## src/rtl/hazard_scoreboard.sv

```systemverilog
// Issue controller for the ID stage: per-register writeback countdowns,
// RAW hazard stall, memory freeze and branch flush sequencing.
module hazard_scoreboard #(
  parameter int NREG   = 8,
  parameter int AW     = 3,
  parameter int WB_LAT = 3,
  parameter int PCW    = 16
) (
  input  logic            clk,
  input  logic            rst,
  input  logic            id_valid,
  input  logic [AW-1:0]   id_rs,
  input  logic [AW-1:0]   id_rt,
  input  logic [AW-1:0]   id_rd,
  input  logic            id_check_rs,
  input  logic            id_check_rt,
  input  logic            id_writes,
  input  logic            mem_busy,
  input  logic            ex_flush,
  output logic            stall,
  output logic            issue,
  output logic [NREG-1:0] pending,
  output logic [1:0]      state,
  output logic [PCW-1:0]  stall_cycles
);

  localparam int CW = $clog2(WB_LAT + 1);

  typedef enum logic [1:0] {
    RUN = 2'b00,
    HAZ = 2'b01,
    FRZ = 2'b10
  } state_t;

  state_t        state_q;
  state_t        state_d;
  logic [CW-1:0] cnt [NREG];
  logic          rs_busy;
  logic          rt_busy;
  logic          haz;

  // rt is only meaningful for two-source instructions
  assign rs_busy = id_check_rs & (cnt[id_rs] != '0);
  assign rt_busy = id_check_rs & id_check_rt & (cnt[id_rt] != '0);
  assign haz     = id_valid & (rs_busy | rt_busy);

  always_comb begin
    stall = 1'b0;
    issue = 1'b0;
    if (mem_busy) begin
      stall = 1'b0;
      issue = 1'b0;
    end else if (ex_flush) begin
      stall = 1'b0;
      issue = 1'b0;
    end else begin
      stall = haz;
      issue = id_valid & ~haz;
    end
  end

  // a fresh issue to rd overrides that register's decrement
  always_ff @(posedge clk) begin
    if (rst) begin
      for (int r = 0; r < NREG; r++) cnt[r] <= '0;
    end else if (!mem_busy) begin
      for (int r = 0; r < NREG; r++) begin
        if (issue && id_writes && (id_rd == AW'(r)))
          cnt[r] <= CW'(WB_LAT);
        else if (cnt[r] != '0)
          cnt[r] <= cnt[r] - CW'(1);
      end
    end
  end

  always_comb begin
    pending = '0;
    for (int r = 0; r < NREG; r++) pending[r] = (cnt[r] != '0);
  end

  always_comb begin
    state_d = RUN;
    unique case (1'b1)
      mem_busy: state_d = FRZ;
      stall:    state_d = HAZ;
      default:  state_d = RUN;
    endcase
  end

  always_ff @(posedge clk) begin
    if (rst) state_q <= RUN;
    else     state_q <= state_d;
  end

  assign state = state_q;

  always_ff @(posedge clk) begin
    if (rst)
      stall_cycles <= '0;
    else if (stall && (stall_cycles != '1))
      stall_cycles <= stall_cycles + PCW'(1);
  end

endmodule

```

## config.mk

```make
export PLATFORM = sky130hd
export DESIGN_NAME = hazard_scoreboard
export DESIGN_NICKNAME = d
export VERILOG_FILES = /design/src/rtl/hazard_scoreboard.sv
export SDC_FILE = /design/constraint.sdc
export NUM_CORES = 1
export LEC_CHECK = 0
export ABC_CLOCK_PERIOD_IN_PS = 5300
export BUFFER_PORTS_ARGS = -buffer_cell sky130_fd_sc_hd__buf_2
export CORE_ASPECT_RATIO = 0.9
export CORE_UTILIZATION = 55
export CTS_CLUSTER_DIAMETER = 120
export CTS_CLUSTER_SIZE = 20
export DETAILED_ROUTE_END_ITERATION = 7
export GPL_ROUTABILITY_DRIVEN = 0
export PLACE_DENSITY = 0.86
export SLEW_MARGIN = 20
export SYNTH_ARGS = -nofsm -noshare
export SYNTH_HDL_FRONTEND = slang
export SYNTH_SLANG_ARGS = --single-unit
```

## constraint.sdc

```tcl
create_clock -name clk -period 5.3 [get_ports clk]
set_input_delay 0.265 -clock clk [delete_from_list [all_inputs] [get_ports clk]]
set_output_delay 0.265 -clock clk [all_outputs]
set_load 0.005 [all_outputs]
```

==> results.toml, run 1 <==
[cts]
clk_pin_slew_ns = 0.07
cts_buffer_depth = 2
cts_hold_buf = 0
cts_tree = "done"
post-cts-setup-buffers = 0
cts-root-buf = "clkbuf_8"
htree_levels = 2
cts.sinks = 34
cts_resized = 0
cts_inserted_buffers = 5
clk_latency_ns = 0.29

[worst_setup_path]
slowest_stage = "o21ai_4"
required_ns = 5.04
end_kind = "output port"
cp.arrival_ns = 2.12
critical_path.startpoint_type = "flop"
crit_fanout = 18
worstPathCellList = "nor4b_1, a41oi_1, a32o_2, o21ai_4, inv_1, buf_2"
critical-path-max-stage-delay_ns = 0.44
crit_type = "reg2out"

[drt]
drt_iter0_markers = 132
num_vias = 2004
wl_mm = 4.977
avgRoutedWirePerCell_um = 14.77
drt_first_pass_iters = 4
drtAntennaViolNets = 0
drc = 0
detail_route.vias_per_cell = 5.947

[sta]
max_freq_mhz = 419.7
setup_viol = 0
maxSlewViolCount = 0
max_slew_margin_pct = 48.01
worst_pin_slew_ns = 0.7798
tns_ns = 0
rsz0062_at_grt = "false"
hold_violations = 0
fin_crit_ns = 2.383
post-route-period-util_pct = 44.96
hold_ws_ns = 0.3812
skew_ns = 0.009313

[global_route]
antenna_found_initial = 0
overflow = 0
grt_max_degree = 47
grt_pass1_wl_mm = 8.438
grtUsageTotal_pct = 24.35
first_global_vias = 1848

[pwr]
pwr_density_cell_mw_per_mm2 = 239.8
p_leak_nw = 1.060
ir_drop_mv = 0.2019

[logic_synthesis]
synth_compound_area_share_pct = 15.24
synth_warnings = 0
yosys.area_share.simple_pct = 31.21
synth.distinct_cells = 50
synth_seq_cells = 34
synth_edf_count = 16
syn_inst = 246
synth_top_family_by_area = "simple AND/OR/NAND/NOR gates"
syn_area_per_cell_um2 = 9.109
synth_mux_area_share_pct = 4.802
synthAdderAreaFrac_pct = 5.025
seq_area_frac_synth_pct = 37.52
synth_area_mm2 = 0.002241
synth-xor-area-share_pct = 0
syn_nets = 272
synth-async-reset-ratio_pct = 0
synth_ff_type = "dfxtp_1"

[finish]
area_delta_synth_final_pct = 15.35
regArea_um2 = 840.8
diodes = 0
multiInputGateArea_mm2 = 0.001261
nets = 316
fill_cells = 321
finalNonFillerCells = 337
drive_above_1_share_pct = 25.43

[job]
cap_viol_max_count = 0

[placed_design]
dp_hpwl_mm = 3.782
portBuffers = 44
placedCellCount = 329

[floorplanning]
core_area_mm2 = 0.003810
fp-row-count = 21
initial_core_util_pct = 58.82
pin_count = 45
die_h_um = 62.56
die-area_mm2 = 0.004334
dieWidth_um = 69.29

[run_status]
status = "finished clean"

[min_path]
hold_path_class = "in2reg"
-- stage by stage --
stage / setup WS (ns) / power, W / area (um2) / util (%)
finish: 2.917 / 0.0006198 / 2585 / 67.85
global route: 2.804 / 0.0006515 / 2585 / 67.85
CTS: 2.913 / 0.0006243 / 2585 / 67.85
detailed placement: 2.983 / 0.0004143 / 2485 / 65.22
global placement: 3.064 / 0.0004104 / 2485 / 65.22
floorplan: 3.207 / 0.0003769 / 2241 / -
-- area by class of cell --
class | count | share of cell area, %
clock buffers | 7 | 3.727
clock inverters | 1 | 0.1452
inverters | 28 | 4.066
multi-input cells | 177 | 48.79
flip-flops and latches | 34 | 32.53
well taps | 46 | 2.227
repair buffers | 44 | 8.519
-- registers in the layout (all words and copies together), names as in the netlist --
signal	flops
stall_cycles	16
cnt	16
state	2
-- cell usage after synthesis (all sizes together) (6+ instances only) --
cell,number,area share [%]
o21ai,11,3.0
or3,9,2.7
nor2,23,4.3
nand2,16,2.7
inv,27,4.5
ha,9,5.0
clkbuf,6,1.0
nor3,12,3.4
nor4,6,2.0
nand4,6,1.7
nor2b,11,3.1
a21oi,7,1.6
mux2,8,4.4
o32ai,8,3.1
nor4b,6,3.2
edfxtp,16,21
nand3,9,2.2
dfxtp,18,16
-- path summary, 6_finish.rpt --
check,cells past startpoint,slack (ns),start,endpoint
worst max-delay path,6,2.92,cnt[6][1]$_SDFFCE_PP0P_,stall
worst min-delay path,2,0.38,mem_busy,state[1]$_SDFF_PP0_
worst max register to register,6,2.93,cnt[6][1]$_SDFFCE_PP0P_,cnt[0][1]$_SDFFCE_PN0P_
worst min register to register,2,0.50,stall_cycles[1]$_SDFFE_PP0P_,stall_cycles[1]$_SDFFE_PP0P_
-- critical path, delay by kind of cell (launching register included) --
kind	cells	cell delay, ns
compound gates	3	0.85
simple gates	1	0.34
flops	1	0.42
buf+inv	2	0.21
-- cell usage in the layout, fill, tap and decap left out, types with 3 or more instances in the layout --
cell type  netlist  final
edfxtp_1        16     16
nand3_1          8      8
nand2_1         16     16
dfxtp_1         18     18
nor2_1          21     21
nor4b_1          3      3
or2_2            4      4
nor3b_1          3      3
mux2_1           6      6
buf_2            0     44
nand4_1          6      6
nor3_1          10     10
o21ai_0         10     10
nor4b_2          3      3
a31oi_1          4      4
a21oi_1          7      7
ha_1             9      9
clkbuf_8         0      7
inv_1           27     27
or3_1            8      8
nor2b_1         11     11
nor4_1           5      5
o32ai_1          8      8
-- cells by family after synthesis --
logic type	after synthesis
DFF	34
adders and majority gates	9
AOI/OAI and AO/OA	44
buffers and inverters	35
muxes	9
and+or+nand+nor	115
-- power by group --
part	switching (W)	leakage (nW)	total (W)	internal (W)
clock network	0.0000941	0.0519	0.000211	0.000117
registers	0.0000128	0.314	0.000305	0.000292
logic	0.0000606	0.694	0.000104	0.0000436
total	0.000168	1.06	0.000620	0.000452
-- metal layers --
| metal | share of wire, % | GRT usage (%) | wire, um |
|---|---|---|---|
| met4 | 1.1 | 6.888 | 55 |
| met3 | 5.4 | 5.806 | 268 |
| met5 | 0 | 0 | 0 |
| met1 | 48 | 33.16 | 2393 |
| met2 | 45 | 38.59 | 2260 |
No activity file was read; power rests on OpenSTA's default activity.
==> run 2, diff against run 1 <==
--- a/config.mk
+++ b/config.mk
@@ -5,7 +5,7 @@
 export SDC_FILE = /design/constraint.sdc
 export NUM_CORES = 1
 export LEC_CHECK = 0
-export ABC_CLOCK_PERIOD_IN_PS = 5300
+export ABC_CLOCK_PERIOD_IN_PS = 2300
 export BUFFER_PORTS_ARGS = -buffer_cell sky130_fd_sc_hd__buf_2
 export CORE_ASPECT_RATIO = 0.9
 export CORE_UTILIZATION = 55
==> constraint.sdc (replaced) <==
create_clock -name clk -period 2.3 [get_ports clk]
set_input_delay 0.115 -clock clk [delete_from_list [all_inputs] [get_ports clk]]
set_output_delay 0.115 -clock clk [all_outputs]
set_load 0.005 [all_outputs]
==> results.toml, run 2 (same netlist as run 1, synthesis figures left out) <==
[run_status]
status = "finished clean"

[min_path]
min_to = "state[1]$_SDFF_PP0_"
hold_path_class = "in2reg"
min_path_cells = 2
hold_start = "rst"

[floorplanning]
core_area_mm2 = 0.003810
fp-row-count = 21
die-area_mm2 = 0.004334
initial_core_util_pct = 58.82
pin_count = 45
dieWidth_um = 69.29
die_h_um = 62.56

[finish]
diodes = 0
drive_above_1_share_pct = 28.52
area_delta_synth_final_pct = 18.70
final_cell_mix = "buf_2, inv_1, nor2_1, dfxtp_1"
nets = 323
final_common_cell = "buf_2"

[sta]
skew_ns = 0.008776
post-route-period-util_pct = 94.95
max_slew_margin_pct = 72.60
setup_viol = 0
fin_crit_ns = 2.184
worst_pin_slew_ns = 0.4097
hold_ws_ns = 0.2136
rsz0062_at_grt = "false"
maxSlewViolCount = 0
max_freq_mhz = 457.9
tns_ns = 0
hold_violations = 0

[cts]
cts_tree = "done"
cts-root-buf = "clkbuf_8"
clk_pin_slew_ns = 0.07
cts_inserted_buffers = 5
cts_buffer_depth = 2
cts.sinks = 34
clk_latency_ns = 0.28
cts_hold_buf = 0
htree_levels = 2

[worst_setup_path]
path_buf_inv = 0
crit_type = "reg2reg"
end_kind = "flop"
crit-reg2reg-capture = "cnt[4][0]$_SDFFCE_PN0P_"
critical_path.startpoint_type = "flop"
worstPathCellList = "nor4_2, nor4b_2, a22o_4, nor2_4, nand2_1, o311ai_2"
rr_worst_depth = 6
reg2reg_from = "cnt[0][0]$_SDFFCE_PN0P_"
cp.arrival_ns = 2.14
critical-path-max-stage-delay_ns = 0.45
required_ns = 2.26
crit_fanout = 9
slowest_stage = "edfxtp_1"
crit_family = "simple AND/OR/NAND/NOR gates"
rrSetupSlack_ns = 0.12

[drt]
drt_iter0_markers = 177
detail_route.vias_per_cell = 5.948
wl_met3_um = 349
drt_first_pass_iters = 4
met2_length_mm = 2.343
wl_mm = 5.121
drtAntennaViolNets = 0
wl_met1_mm = 2.405
top_layer = "met4"
avgRoutedWirePerCell_um = 14.89
drc = 0
num_vias = 2046

[pwr]
pwr_density_cell_mw_per_mm2 = 535.8
p_leak_nw = 1.094
ir_drop_mv = 0.3201

[placed_design]
dp_hpwl_mm = 3.785
portBuffers = 44

[global_route]
antenna_found_initial = 0
grt_pass1_wl_mm = 8.514
grtUsageTotal_pct = 24.20
grt_max_degree = 30
overflow = 0
first_global_vias = 1890

[job]
cap_viol_max_count = 0
## run 2: cell count changes in the layout (fill, tap and decap cells not counted), sizes merged
cell	previous run	this run
buf	44	51
clkbuf	7	6
inv	27	28
## run 2: area by class of cell
class | instances | area, um2
Clock buffer | 6 | 82.58
Clock inverter | 2 | 11.26
Fill cell | 308 | 1150
Inverter | 28 | 105.1
Multi-Input combinational cell | 177 | 1290
Sequential cell | 34 | 840.8
Tap cell | 46 | 57.56
Timing Repair Buffer | 51 | 272.8
## run 2: routing by layer
metal	track usage [%]	up-vias
li1	-	1002
met1	34.12	958
met2	38.11	81
met3	4.677	5
met4	6.122	0
met5	0	-
## run 2: report_power, final
group | leakage (nW) | switching [W] | internal, W
clock network | 0.0515 | 0.000223 | 0.000241
logic | 0.728 | 0.000149 | 0.000110
registers | 0.314 | 0.0000285 | 0.000672
## run 2: per-stage QoR
| stage | util, % | std cells | instance area, um2 | total power [W] | setup WS, ns |
|---|---|---|---|---|---|
| 5_1_grt | 69.82 | 344 | 2660 | 0.001496 | 0.006256 |
| 2_1_floorplan | - | 246 | 2241 | 0.0008685 | 0.2074 |
| 4_1_cts | 68.87 | 343 | 2624 | 0.001423 | 0.05260 |
| 3_3_place_gp | 66.40 | 335 | 2530 | 0.0009517 | 0.1254 |
| 6_report | 69.82 | 344 | 2660 | 0.001425 | 0.1161 |
| 3_5_place_dp | 66.40 | 335 | 2530 | 0.0009629 | 0.09277 |
## run 2: repair_timing
action                                  4_1_cts  5_1_grt
buffers inserted                              0        1
resized for setup                             0        4
endpoints found under the setup margin        0        9
## run 2: worst max-delay path by stage
stage,from,to,slack [ns],depth (start not counted)
after floorplan,cnt[6][0]$_SDFFCE_PP0P_,cnt[0][0]$_SDFFCE_PN0P_,0.21,6
after global placement,cnt[6][1]$_SDFFCE_PP0P_,cnt[0][0]$_SDFFCE_PN0P_,0.13,6
after detailed placement,cnt[2][0]$_SDFFCE_PN0P_,cnt[0][0]$_SDFFCE_PN0P_,0.09,6
after CTS,cnt[2][0]$_SDFFCE_PN0P_,stall,0.05,7
after global routing,cnt[4][0]$_SDFFCE_PN0P_,cnt[4][0]$_SDFFCE_PN0P_,0.006,6
final,cnt[0][0]$_SDFFCE_PN0P_,cnt[4][0]$_SDFFCE_PN0P_,0.12,6
==> run 3, diff against run 2 <==
--- a/config.mk
+++ b/config.mk
@@ -6,14 +6,15 @@
 export NUM_CORES = 1
 export LEC_CHECK = 0
 export ABC_CLOCK_PERIOD_IN_PS = 2300
-export BUFFER_PORTS_ARGS = -buffer_cell sky130_fd_sc_hd__buf_2
 export CORE_ASPECT_RATIO = 0.9
+export CORE_MARGIN = 8
 export CORE_UTILIZATION = 55
 export CTS_CLUSTER_DIAMETER = 120
 export CTS_CLUSTER_SIZE = 20
 export DETAILED_ROUTE_END_ITERATION = 7
+export DONT_BUFFER_PORTS = 1
 export GPL_ROUTABILITY_DRIVEN = 0
-export PLACE_DENSITY = 0.86
+export PLACE_DENSITY = 0.76
 export SLEW_MARGIN = 20
 export SYNTH_ARGS = -nofsm -noshare
 export SYNTH_HDL_FRONTEND = slang
==> results.toml, run 3 (same netlist as run 1, synthesis figures left out) <==
[worst_setup_path]
end_kind = "output port"
crit-reg2reg-capture = "cnt[0][0]$_SDFFCE_PN0P_"
critical_path.startpoint_type = "flop"
crit_type = "reg2out"
reg2reg_from = "cnt[6][0]$_SDFFCE_PP0P_"
crit_fanout = 10
rr_worst_depth = 6
rrSetupSlack_ns = 0.15
required_ns = 2.18
cp.arrival_ns = 2.08

[finish]
regArea_um2 = 840.8
final_common_cell = "inv_1"
drive_above_1_share_pct = 15.35
fill_cells = 350
multiInputGateArea_mm2 = 0.001282
finalNonFillerCells = 302
final_cell_mix = "inv_1, nor2_1, dfxtp_1, nand2_1, edfxtp_1"
post-route-util_pct = 61.66
diodes = 0
final_area_mm2 = 0.002461
nets = 280
area_delta_synth_final_pct = 9.827

[sta]
worst_pin_slew_ns = 0.4063
max_slew_margin_pct = 72.83
fin_crit_ns = 2.200
rsz0062_at_grt = "false"
maxSlewViolCount = 0
hold_violations = 0
setup_viol = 0
skew_ns = 0.003855
max_freq_mhz = 454.6
tns_ns = 0
post-route-period-util_pct = 95.65

[global_route]
antenna_found_initial = 0
top_usage_layer = "met2"
first_global_vias = 1733
grt_pass1_wl_mm = 8.707
grt_max_degree = 41
grtUsageTotal_pct = 16.23
use_met2_pct = 23.47
use_met1_pct = 21.94
use_met3_pct = 5.662
overflow = 0

[floorplanning]
die-area_mm2 = 0.006376
core_area_mm2 = 0.003991
pin_count = 45
initial_core_util_pct = 56.14
dieWidth_um = 83.29
fp-row-count = 22
die_h_um = 76.56

[cts]
htree_levels = 2
cts.sinks = 34
cts-root-buf = "clkbuf_8"
clk_pin_slew_ns = 0.07
clk_latency_ns = 0.29
cts_tree = "done"
post-cts-setup-buffers = 0
cts_buffer_depth = 2
cts_inserted_buffers = 5

[drt]
wl_mm = 5.302
detail_route.vias_per_cell = 6.199
drt_iter0_markers = 152
avgRoutedWirePerCell_um = 17.56
num_vias = 1872
drc = 0
drtAntennaViolNets = 0
drt_first_pass_iters = 4

[placed_design]
placedCellCount = 293
portBuffers = 0
dp_hpwl_mm = 3.891
placed_cell_area_mm2 = 0.002312

[pwr]
ir_drop_mv = 0.3074
p_leak_nw = 0.9002
pwr_density_cell_mw_per_mm2 = 582.5
p_total_w = 0.001434

[min_path]
min_path_cells = 1
min_to = "cnt[6][1]$_SDFFCE_PP0P_"
hold_start = "rst"
hold_path_class = "in2reg"

[job]
cap_viol_max_count = 0

[run_status]
status = "finished clean"
==> run 3: changes by cell type in the layout (fill, tap and decap cells not counted), sizes merged <==
cell,change
buf,-45
clkbuf,+1
clkinv,-1
dlygate4sd3,+2
inv,-1
==> run 3: layer usage <==
layer | up-vias | wire length (um)
met3 | 8 | 549
met5 | - | 0
met2 | 73 | 2342
li1 | 924 | -
met1 | 867 | 2348
met4 | 0 | 61
==> run 3: worst max-delay path, cell delays in order (launching register included) <==
cell and delay [ns]:
edfxtp_1 0.43, nor4b_1 0.33, a41oi_1 0.08, a32o_2 0.34
o21ai_4 0.32, buf_4 0.23, inv_1 0.07
==> run 3: power breakdown <==
part / switching, W / internal [W] / leakage [nW]
combinational: 0.000114 / 0.0000885 / 0.530
clock: 0.000226 / 0.000303 / 0.0555
sequential: 0.0000301 / 0.000672 / 0.314
total: 0.000370 / 0.00106 / 0.900
==> run 3: worst max-delay path by stage <==
stage	startpoint	end	slack (ns)	depth (start not counted)
floorplan	cnt[6][0]$_SDFFCE_PP0P_	cnt[0][0]$_SDFFCE_PN0P_	0.21	6
global placement	cnt[6][1]$_SDFFCE_PP0P_	cnt[0][1]$_SDFFCE_PN0P_	0.20	6
detailed placement	cnt[6][0]$_SDFFCE_PP0P_	cnt[0][0]$_SDFFCE_PN0P_	0.11	6
CTS	cnt[6][0]$_SDFFCE_PP0P_	cnt[0][0]$_SDFFCE_PN0P_	0.08	6
global route	cnt[2][0]$_SDFFCE_PN0P_	stall	0.01	6
finish	cnt[6][0]$_SDFFCE_PP0P_	stall	0.10	6
==> run 3: stage by stage <==
stage                     hold WS (ns)  setup WS, ns
after floorplan                 0.3911        0.2074
after global placement          0.1919        0.1973
after detailed placement        0.1931        0.1128
after CTS                     0.008657       0.08281
after global routing          0.006750       0.01418
final                          0.02029        0.1001
==> run 3: area by class of cell <==
type	instances	share of cell area [%]
Timing Repair Buffer	8	2.644
Inverter	28	4.270
Multi-Input combinational cell	177	52.11
Tap cell	48	2.440
Sequential cell	34	34.16
Clock buffer	7	4.372
==> run 3: timing repair <==
action                                  CTS  global route
gates resized for setup                   0             3
endpoints found under the hold margin     7             0
hold buffers                              2             0
endpoints found under the setup margin    0             5
